===== src/rtl/alu_4bit_arbiter_if.sv =====
// Request/response bundle for alu_4bit_arbiter: two requesters
// (valid/ready, a, b, op) and one tagged response channel.
//   master: requesters and response consumer
//   slave : the arbiter
`timescale 1ns/1ps
interface alu_4bit_arbiter_if #(
  parameter int DATA_W = 4,
  parameter int OP_W   = 3
);
  logic              req0_valid;
  logic              req0_ready;
  logic [DATA_W-1:0] req0_a;
  logic [DATA_W-1:0] req0_b;
  logic [OP_W-1:0]   req0_op;

  logic              req1_valid;
  logic              req1_ready;
  logic [DATA_W-1:0] req1_a;
  logic [DATA_W-1:0] req1_b;
  logic [OP_W-1:0]   req1_op;

  logic              rsp_valid;
  logic              rsp_ready;
  logic              rsp_id;
  logic [DATA_W-1:0] rsp_result;
  logic              rsp_zf;
  logic              rsp_sf;
  logic              rsp_of;
  logic              rsp_err;

  modport master (
    output req0_valid, req0_a, req0_b, req0_op,
    input  req0_ready,
    output req1_valid, req1_a, req1_b, req1_op,
    input  req1_ready,
    input  rsp_valid, rsp_id, rsp_result,
    input  rsp_zf, rsp_sf, rsp_of, rsp_err,
    output rsp_ready
  );

  modport slave (
    input  req0_valid, req0_a, req0_b, req0_op,
    output req0_ready,
    input  req1_valid, req1_a, req1_b, req1_op,
    output req1_ready,
    output rsp_valid, rsp_id, rsp_result,
    output rsp_zf, rsp_sf, rsp_of, rsp_err,
    input  rsp_ready
  );
endinterface


===== src/rtl/alu_4bit_arbiter.sv =====
// Round-robin arbiter/sequencer in front of an external ALU_4bit.
// Ports: clk, rst (sync, active-high); bus (slave: two request
// channels + tagged response); alu_a/alu_b/alu_op registered to
// the ALU; alu_result/alu_zf/alu_sf/alu_of from the ALU; busy.
// Optional: define ALU_ARB_OPCHK_EN to reject opcode 3'b111
// without touching the ALU (response with rsp_err=1).
`timescale 1ns/1ps
module alu_4bit_arbiter #(
  parameter int DATA_W = 4,
  parameter int OP_W   = 3
) (
  input  logic              clk,
  input  logic              rst,
  alu_4bit_arbiter_if.slave bus,
  output logic [DATA_W-1:0] alu_a,
  output logic [DATA_W-1:0] alu_b,
  output logic [OP_W-1:0]   alu_op,
  input  logic [DATA_W-1:0] alu_result,
  input  logic              alu_zf,
  input  logic              alu_sf,
  input  logic              alu_of,
  output logic              busy
);

  typedef enum logic [1:0] {
    IDLE,
    EXEC,
    RESP
  } state_t;

  state_t            state;
  logic              last_grant;
  logic              id;
  logic              grant;
  logic              ready0;
  logic              ready1;
  logic              accept;
  logic [DATA_W-1:0] sel_a;
  logic [DATA_W-1:0] sel_b;
  logic [OP_W-1:0]   sel_op;
  logic              illegal;

  logic              rsp_valid;
  logic              rsp_id;
  logic [DATA_W-1:0] rsp_result;
  logic              rsp_zf;
  logic              rsp_sf;
  logic              rsp_of;
`ifdef ALU_ARB_OPCHK_EN
  logic              rsp_err;
`endif

  // On a tie the requester that did not win last time goes next.
  always_comb begin
    grant = bus.req1_valid;
    if (bus.req0_valid && bus.req1_valid)
      grant = ~last_grant;
  end

  assign ready0 = (state == IDLE) & bus.req0_valid & ~grant;
  assign ready1 = (state == IDLE) & bus.req1_valid & grant;
  assign accept = ready0 | ready1;

  assign sel_a  = grant ? bus.req1_a  : bus.req0_a;
  assign sel_b  = grant ? bus.req1_b  : bus.req0_b;
  assign sel_op = grant ? bus.req1_op : bus.req0_op;

`ifdef ALU_ARB_OPCHK_EN
  assign illegal = (sel_op == '1);
`else
  assign illegal = 1'b0;
`endif

  always_ff @(posedge clk) begin
    if (rst) begin
      state      <= IDLE;
      last_grant <= 1'b1;
      id         <= 1'b0;
      alu_a      <= '0;
      alu_b      <= '0;
      alu_op     <= '0;
      rsp_valid  <= 1'b0;
      rsp_id     <= 1'b0;
      rsp_result <= '0;
      rsp_zf     <= 1'b0;
      rsp_sf     <= 1'b0;
      rsp_of     <= 1'b0;
`ifdef ALU_ARB_OPCHK_EN
      rsp_err    <= 1'b0;
`endif
    end else begin
      unique case (state)
        IDLE: begin
          if (accept) begin
            last_grant <= grant;
            id         <= grant;
            if (illegal) begin
              // Illegal op: skip the ALU, answer straight away.
              rsp_valid  <= 1'b1;
              rsp_id     <= grant;
              rsp_result <= '0;
              rsp_zf     <= 1'b0;
              rsp_sf     <= 1'b0;
              rsp_of     <= 1'b0;
`ifdef ALU_ARB_OPCHK_EN
              rsp_err    <= 1'b1;
`endif
              state      <= RESP;
            end else begin
              alu_a  <= sel_a;
              alu_b  <= sel_b;
              alu_op <= sel_op;
              state  <= EXEC;
            end
          end
        end
        EXEC: begin
          rsp_valid  <= 1'b1;
          rsp_id     <= id;
          rsp_result <= alu_result;
          rsp_zf     <= alu_zf;
          rsp_sf     <= alu_sf;
          rsp_of     <= alu_of;
`ifdef ALU_ARB_OPCHK_EN
          rsp_err    <= 1'b0;
`endif
          state      <= RESP;
        end
        RESP: begin
          if (bus.rsp_ready) begin
            rsp_valid <= 1'b0;
            state     <= IDLE;
          end
        end
        default: state <= IDLE;
      endcase
    end
  end

  assign bus.req0_ready = ready0;
  assign bus.req1_ready = ready1;
  assign bus.rsp_valid  = rsp_valid;
  assign bus.rsp_id     = rsp_id;
  assign bus.rsp_result = rsp_result;
  assign bus.rsp_zf     = rsp_zf;
  assign bus.rsp_sf     = rsp_sf;
  assign bus.rsp_of     = rsp_of;
`ifdef ALU_ARB_OPCHK_EN
  assign bus.rsp_err    = rsp_err;
`else
  assign bus.rsp_err    = 1'b0;
`endif

  assign busy = (state != IDLE);

endmodule


===== src/flat_wrapper.sv =====
// flat-port wrapper written by rule: the top's interface ports become plain ports
module alu_4bit_arbiter_flat 
#(
  parameter int DATA_W = 4,
  parameter int OP_W   = 3
)
  (clk, rst, alu_a, alu_b, alu_op, alu_result, alu_zf, alu_sf, alu_of, busy, bus_req0_valid, bus_req0_a, bus_req0_b, bus_req0_op, bus_req0_ready, bus_req1_valid, bus_req1_a, bus_req1_b, bus_req1_op, bus_req1_ready, bus_rsp_valid, bus_rsp_id, bus_rsp_result, bus_rsp_zf, bus_rsp_sf, bus_rsp_of, bus_rsp_err, bus_rsp_ready);
  alu_4bit_arbiter_if #(.DATA_W(DATA_W), .OP_W(OP_W)) bus_i ();
  input  logic clk;
  input  logic rst;
  output logic [DATA_W-1:0] alu_a;
  output logic [DATA_W-1:0] alu_b;
  output logic [OP_W-1:0] alu_op;
  input  logic [DATA_W-1:0] alu_result;
  input  logic alu_zf;
  input  logic alu_sf;
  input  logic alu_of;
  output logic busy;
  input wire logic [$bits(bus_i.req0_valid)-1:0] bus_req0_valid;
  input wire logic [$bits(bus_i.req0_a)-1:0] bus_req0_a;
  input wire logic [$bits(bus_i.req0_b)-1:0] bus_req0_b;
  input wire logic [$bits(bus_i.req0_op)-1:0] bus_req0_op;
  output wire logic [$bits(bus_i.req0_ready)-1:0] bus_req0_ready;
  input wire logic [$bits(bus_i.req1_valid)-1:0] bus_req1_valid;
  input wire logic [$bits(bus_i.req1_a)-1:0] bus_req1_a;
  input wire logic [$bits(bus_i.req1_b)-1:0] bus_req1_b;
  input wire logic [$bits(bus_i.req1_op)-1:0] bus_req1_op;
  output wire logic [$bits(bus_i.req1_ready)-1:0] bus_req1_ready;
  output wire logic [$bits(bus_i.rsp_valid)-1:0] bus_rsp_valid;
  output wire logic [$bits(bus_i.rsp_id)-1:0] bus_rsp_id;
  output wire logic [$bits(bus_i.rsp_result)-1:0] bus_rsp_result;
  output wire logic [$bits(bus_i.rsp_zf)-1:0] bus_rsp_zf;
  output wire logic [$bits(bus_i.rsp_sf)-1:0] bus_rsp_sf;
  output wire logic [$bits(bus_i.rsp_of)-1:0] bus_rsp_of;
  output wire logic [$bits(bus_i.rsp_err)-1:0] bus_rsp_err;
  input wire logic [$bits(bus_i.rsp_ready)-1:0] bus_rsp_ready;
  assign bus_i.req0_valid = bus_req0_valid;
  assign bus_i.req0_a = bus_req0_a;
  assign bus_i.req0_b = bus_req0_b;
  assign bus_i.req0_op = bus_req0_op;
  assign bus_req0_ready = bus_i.req0_ready;
  assign bus_i.req1_valid = bus_req1_valid;
  assign bus_i.req1_a = bus_req1_a;
  assign bus_i.req1_b = bus_req1_b;
  assign bus_i.req1_op = bus_req1_op;
  assign bus_req1_ready = bus_i.req1_ready;
  assign bus_rsp_valid = bus_i.rsp_valid;
  assign bus_rsp_id = bus_i.rsp_id;
  assign bus_rsp_result = bus_i.rsp_result;
  assign bus_rsp_zf = bus_i.rsp_zf;
  assign bus_rsp_sf = bus_i.rsp_sf;
  assign bus_rsp_of = bus_i.rsp_of;
  assign bus_rsp_err = bus_i.rsp_err;
  assign bus_i.rsp_ready = bus_rsp_ready;
  alu_4bit_arbiter #(.DATA_W(DATA_W), .OP_W(OP_W)) u_core (.clk(clk), .rst(rst), .bus(bus_i), .alu_a(alu_a), .alu_b(alu_b), .alu_op(alu_op), .alu_result(alu_result), .alu_zf(alu_zf), .alu_sf(alu_sf), .alu_of(alu_of), .busy(busy));
endmodule

===== config.mk =====
export PLATFORM = sky130hd
export DESIGN_NAME = alu_4bit_arbiter_flat
export DESIGN_NICKNAME = d
export VERILOG_FILES = /design/src/rtl/alu_4bit_arbiter_if.sv /design/src/rtl/alu_4bit_arbiter.sv /design/src/flat_wrapper.sv
export SDC_FILE = /design/constraint.sdc
export NUM_CORES = 1
export LEC_CHECK = 0
export BUFFER_PORTS_ARGS = -buffer_cell sky130_fd_sc_hd__buf_2
export CAP_MARGIN = 20
export CORE_MARGIN = 1.5
export CORE_UTILIZATION = 40
export DETAILED_ROUTE_END_ITERATION = 10
export PLACE_DENSITY_LB_ADDON = 0.1
export SETUP_SLACK_MARGIN = 0.15
export SLEW_MARGIN = 20
export SYNTH_ARGS = -nofsm -noshare
export SYNTH_HDL_FRONTEND = slang
export SYNTH_SLANG_ARGS = --single-unit

===== constraint.sdc =====
create_clock -name clk -period 1.6 [get_ports clk]
set_clock_uncertainty 0.05 [all_clocks]
set_input_delay 0.16 -clock clk [delete_from_list [all_inputs] [get_ports clk]]
set_output_delay 0.16 -clock clk [all_outputs]
set_load 0.01 [all_outputs]

==> qor.txt, run 1 <==
Count of pins over their slew limit -> 0
Syn-to-layout area delta -> 36.3%
Syn Std Cell Area -> 0.00102 sq mm
Clock-pin slew on the worst setup and hold paths -> 0.13 ns
Total track usage -> 0.189
WL/cell -> 11.6 um
Largest net degree at the start of global routing -> 25
Clock Sinks -> 24
Most frequent cells in the layout -> 56 x buf_2, 41 x nand2_1, 22 x a21oi_1, 22 x dfxtp_1, 11 x a311oi_1
Cell family with most CP delay -> flip-flops
Reg2Reg Launch Point -> u_core.last_grant
Worst r2r dst -> u_core.alu_b[3]
GRT overflow -> 0
Status -> finished clean
CTS tree -> built
CP Buf/Inv Count -> 3
Crit-path cells -> a21boi_2 -> buf_6 -> nand2_1 -> inv_1 -> buf_2
Worst path required time -> 1.39 ns
Initial antenna violation count -> 0
Crit path capture type -> primary output
Synth Warn # -> 0
DIE AREA -> 0.00286 sq mm
Max VDD drop -> 0.570 mV
#FFs+latches synth -> 24
Worst Hold Depth -> 3
Syn nets -> 161
IO Count -> 58
Crit start category -> flip-flop
Final total power -> 1.47 mW
Tmin final -> 1.39 ns
Synth unique cells -> 22
Max Used Layer -> met4
Sequential element share of the synthesized area -> 0.471
Clk root buf -> clkbuf_4
Drt first pass iters -> 4
Gpl congestion -> 0.692
Ratio of final minimum period to clock period -> 0.866
Port Buf Inserts -> 56
Worst Hold Class -> in -> reg
WHS Endpoint -> u_core.bus.rsp_result[0]
Starting Density -> 0.415
Drt drc -> 0
Number of flops mapped to enable cells by yosys -> 0
Cell row count -> 18
Final setup violation count -> 0
# nets final -> 219
Placed wire-length estimate -> 1.75 mm
R2R cell count -> 5
Total Wirelength -> 2.48 mm
Clock Latency Late Sink -> 0.32 ns
Metal3 WL -> 120 um
Final ANT Viol Nets -> 0
Number of H-tree levels -> 1
Hold_sp -> alu_result[0]
Largest stage delay, worst path -> 0.36 ns
Die width -> 53.5 um
Fmax -> 0.721 GHz
Reg-to-reg slack, setup -> 0.35 ns
Final TNS setup -> 0 ns
Die Y -> 53.5 um
Avg Inst Size Synth -> 8.03 sq um
Power per cell area -> 1060 mW/mm^2
Vias in the first global route -> 921
Layout cells sized above 1 -> 0.408
Final worst slack -> 0.214 ns
DP Worst Slack -> 0.247 ns
RSZ-0062 raised after global routing -> no
Crit Path Category -> reg -> out
Diodes inserted -> 0
Post-synth ARST share -> 0
First-pass GRT wire length -> 3.91 mm
Commonest non-fill, non-tap cell in the layout -> buf_2
Clk buf depth -> 2
WL met2 -> 1.23 mm
Vias per Instance -> 4.87
CP Max Fanout -> 4
DR iter-0 viols -> 8
Crit path DAT -> 1.18 ns
Final Hold Viols -> 0
Critical path's slowest cell -> dfxtp_1
Max Cap Violations -> 0
Critical path origin -> u_core.last_grant
Top FF cell, synth -> dfxtp_1
CTS buffer count -> 3
Core Region -> 0.00245 sq mm
Met1 wire length -> 1.11 mm
Cell count after synthesis -> 127
Lkg Pwr -> 0.672 nW
Vias -> 1043
kinds of logic (layout without fill, tap and decap cells):
kind of cell	Yosys count	count (layout)	share of synthesized area
AO/OA/AOI/OAI	37	37	0.238
AND/OR/NAND/NOR	53	53	0.222
buffers and inverters	12	69	0.0650
other	1	1	0.00368
flip-flops	24	24	0.471
synthesized netlist by cell type, drive strengths merged, types with 2 or more instances:
cell type	count	area [sq um]
a311oi	11	96.3
nor3	2	10.0
nor2b	3	18.8
buf	8	51.3
a21oi	22	110
nor2	4	22.5
dfxtp	24	480
clkbuf	2	7.51
inv	2	7.50
nand2	41	154
registers in the layout (all words and copies together) (netlist names):
| name | count |
|---|---|
| u_core.last_grant | 1 |
| u_core.bus.rsp_sf | 1 |
| u_core.bus.rsp_id | 1 |
| u_core.bus.rsp_zf | 1 |
| u_core.alu_a | 4 |
| u_core.bus.rsp_result | 4 |
| u_core.bus.rsp_of | 1 |
| u_core.alu_op | 3 |
| u_core.bus.rsp_valid | 1 |
| u_core.state | 2 |
| u_core.alu_b | 4 |
| u_core.id | 1 |
how the worst max path moves through the flow:
stage / end / cells past startpoint
floorplan: u_core.alu_a[0] / 5
global placement: u_core.alu_op[1] / 5
detailed placement: u_core.alu_b[3] / 5
CTS: bus_req0_ready / 4
global route: bus_req1_ready / 5
finish: bus_req1_ready / 5
power by group:
group	switching (mW)	internal (mW)	leakage [nW]
Combinational	0.180	0.156	0.445
Sequential	0.0355	0.658	0.199
Clock	0.192	0.253	0.0279
Total	0.407	1.07	0.672
tightest hold or removal path: stages:
cell and delay [ns]:
buf_2 0.09, nand2_1 0.04, a21oi_1 0.05
stage by stage:
stage | hold slack (ns) | utilization | instances | instance area, sq um
floorplan | 0.182 | - | 127 | 1020
global placement | 0.352 | 0.530 | 206 | 1300
detailed placement | 0.359 | 0.530 | 206 | 1300
CTS | 0.00638 | 0.565 | 214 | 1390
global route | 0.000103 | 0.566 | 214 | 1390
finish | 0.00959 | 0.566 | 214 | 1390
layout make-up:
cell class                      count  area (sq um)
Sequential cell                    24           483
Timing Repair Buffer               63           337
Clock inverter                      1          30.0
Inverter                            2          7.51
Fill cell                         252          1060
Multi-Input combinational cell     91           473
Tap cell                           30          37.5
Clock buffer                        3          22.5
metal layers:
layer | GRT usage | up-vias
met5 | 0 | -
met4 | 0.0641 | 0
met3 | 0.0367 | 2
met2 | 0.348 | 32
met1 | 0.215 | 461
li1 | - | 548
repair_timing:
action	in CTS	in global routing
setup buffers	4	0
endpoints found under the setup margin	3	2
resized for setup	1	2
hold buffers	0	0
pin swaps	1	1
endpoints found under the hold margin	0	0
Note: power is estimated with default switching activity, not from simulation.
==> run 2: changes to the inputs <==
--- a/config.mk
+++ b/config.mk
@@ -5,7 +5,7 @@
 export SDC_FILE = /design/constraint.sdc
 export NUM_CORES = 1
 export LEC_CHECK = 0
-export BUFFER_PORTS_ARGS = -buffer_cell sky130_fd_sc_hd__buf_2
+export BUFFER_PORTS_ARGS = -buffer_cell sky130_fd_sc_hd__buf_4
 export CAP_MARGIN = 20
 export CORE_MARGIN = 1.5
 export CORE_UTILIZATION = 40
==> run 2 against run 1 <==
Final cell count is 1.4% higher; critical endpoint is now bus_req0_ready; sequential power is 0.7% higher; critical path type unchanged; via count is 5.4% higher; wire length is 8.7% higher; non-clock buffer count is 3 higher; combinational power is 22% higher; sequential share of layout area is 3.2 points lower; first-iteration DRC count is 50% higher; cell area is 11% higher; core utilization is 6.3 points higher.
==> qor.txt, run 2 (same netlist as run 1, synthesis figures left out) <==
Status -> finished clean
Vias in the first global route -> 954
First-pass GRT wire length -> 4.08 mm
Worst Hold Class -> in -> reg
Switching Power -> 415 uW
Die width -> 53.5 um
Metal3 WL -> 119 um
Core Region -> 0.00245 sq mm
Crit path DAT -> 1.21 ns
Final setup violation count -> 0
Internal power -> 1.02 mW
Final total power -> 1.43 mW
RSZ-0062 raised after global routing -> yes
Number of H-tree levels -> 1
Max VDD drop -> 0.568 mV
Lkg Pwr -> 0.712 nW
Drt first pass iters -> 4
Tmin final -> 1.42 ns
Initial antenna violation count -> 0
Total track usage -> 0.199
Sw Ratio -> 0.290
Max Used Layer -> met4
WL/cell -> 12.4 um
Worst path required time -> 1.39 ns
Layout cells sized above 1 -> 0.433
Commonest non-fill, non-tap cell in the layout -> buf_4
Fmax -> 0.703 GHz
Diodes inserted -> 0
Final core utilization -> 0.629
Clock-pin slew on the worst setup and hold paths -> 0.13 ns
Vias -> 1099
DR iter-0 viols -> 12
Crit start category -> flip-flop
Count of pins over their slew limit -> 0
Drt drc -> 0
CTS buffer count -> 3
Ratio of final minimum period to clock period -> 0.888
Placed wire-length estimate -> 1.87 mm
Clock Sinks -> 24
Crit path capture type -> primary output
Starting Density -> 0.415
Port Buf Inserts -> 56
Gpl congestion -> 0.691
GRT overflow -> 0
Crit Path Category -> reg -> out
Largest net degree at the start of global routing -> 25
CTS tree -> built
Placed Area -> 0.00144 sq mm
Most frequent cells in the layout -> 65 x buf_4, 40 x nand2_1, 22 x a21oi_1
# nets final -> 222
Power per cell area -> 926 mW/mm^2
DIE AREA -> 0.00286 sq mm
Final Hold Viols -> 0
Die Y -> 53.5 um
FILL cells -> 231
Vias per Instance -> 5.06
Clk buf depth -> 2
Clk root buf -> clkbuf_4
Largest registers -> u_core.alu_a x4, u_core.alu_b x4, u_core.bus.rsp_result x4
Clk network pwr share -> 0.227
Final ANT Viol Nets -> 0
Design area -> 0.00155 sq mm
Cell row count -> 18
Met1 wire length -> 1.12 mm
Max Cap Violations -> 0
IO Count -> 58
Share of total power in combinational logic -> 0.285
WL met2 -> 1.42 mm
Register share of total power -> 0.487
Syn-to-layout area delta -> 51.5%
Total Wirelength -> 2.69 mm
Clock Latency Late Sink -> 0.32 ns
CP Max Fanout -> 5
Final TNS setup -> 0 ns
==> run 2: cell count changes in the layout (fill, tap and decap cells not counted), sizes merged <==
cell | previous run | this run
buf | 63 | 66
bufinv | 1 | 0
clkbuf | 3 | 4
==> run 2: critical path, stage by stage (launching register included) <==
cell     delay (ns)
dfxtp_4        0.39
nor2_4         0.17
nand2_2        0.09
nor2_2         0.12
buf_4          0.13
==> run 2: cell type report <==
class                   count  area [sq um]  area share
flip-flops and latches     24           487       0.315
multi-input cells          91           478       0.309
repair buffers             66           499       0.323
inverters                   2          7.51     0.00486
well taps                  30          37.5      0.0243
clock buffers               4          36.3      0.0235
==> run 2: per-layer routing <==
metal  vias to the layer above  track usage
li1                        553            -
met1                       510        0.224
met2                        33        0.362
met3                         3       0.0282
met4                         0       0.0897
met5                         -            0
==> run 2: worst paths after layout <==
kind / start / to / slack [ns] / cells after the start
worst min-delay path: alu_result[3] / u_core.bus.rsp_result[3] / 0.02 / 3
worst max-delay path: u_core.state[0] / bus_req0_ready / 0.18 / 4
worst max register to register: u_core.state[0] / u_core.alu_a[2] / 0.33 / 5
worst min register to register: u_core.id / u_core.bus.rsp_id / 0.41 / 2
==> run 2: what timing repair did <==
item | in CTS | in global routing
buffers inserted | 4 | 3
hold buffers | 0 | 0
pin swaps | 1 | 3
gates resized for setup | 2 | 5
gates cloned | 0 | 0
endpoints found under the setup margin | 3 | 2
==> run 2: power by group through the flow <==
stage | Sequential (mW) | Combinational [mW] | Clock [mW]
6_report | 0.698 | 0.408 | 0.326
5_1_grt | 0.706 | 0.446 | 0.354
4_1_cts | 0.697 | 0.392 | 0.331
3_5_place_dp | 0.709 | 0.374 | 0
3_3_place_gp | 0.706 | 0.366 | 0
2_1_floorplan | 0.727 | 0.171 | 0
==> run 2: through the flow <==
| step | hold slack, ns | setup slack [ns] | instances |
|---|---|---|---|
| 4_1_cts | 0.0190 | 0.152 | 214 |
| 2_1_floorplan | 0.182 | 0.463 | 127 |
| 3_3_place_gp | 0.357 | 0.307 | 206 |
| 6_report | 0.0216 | 0.178 | 217 |
| 3_5_place_dp | 0.371 | 0.263 | 206 |
| 5_1_grt | 0.0119 | 0.134 | 217 |
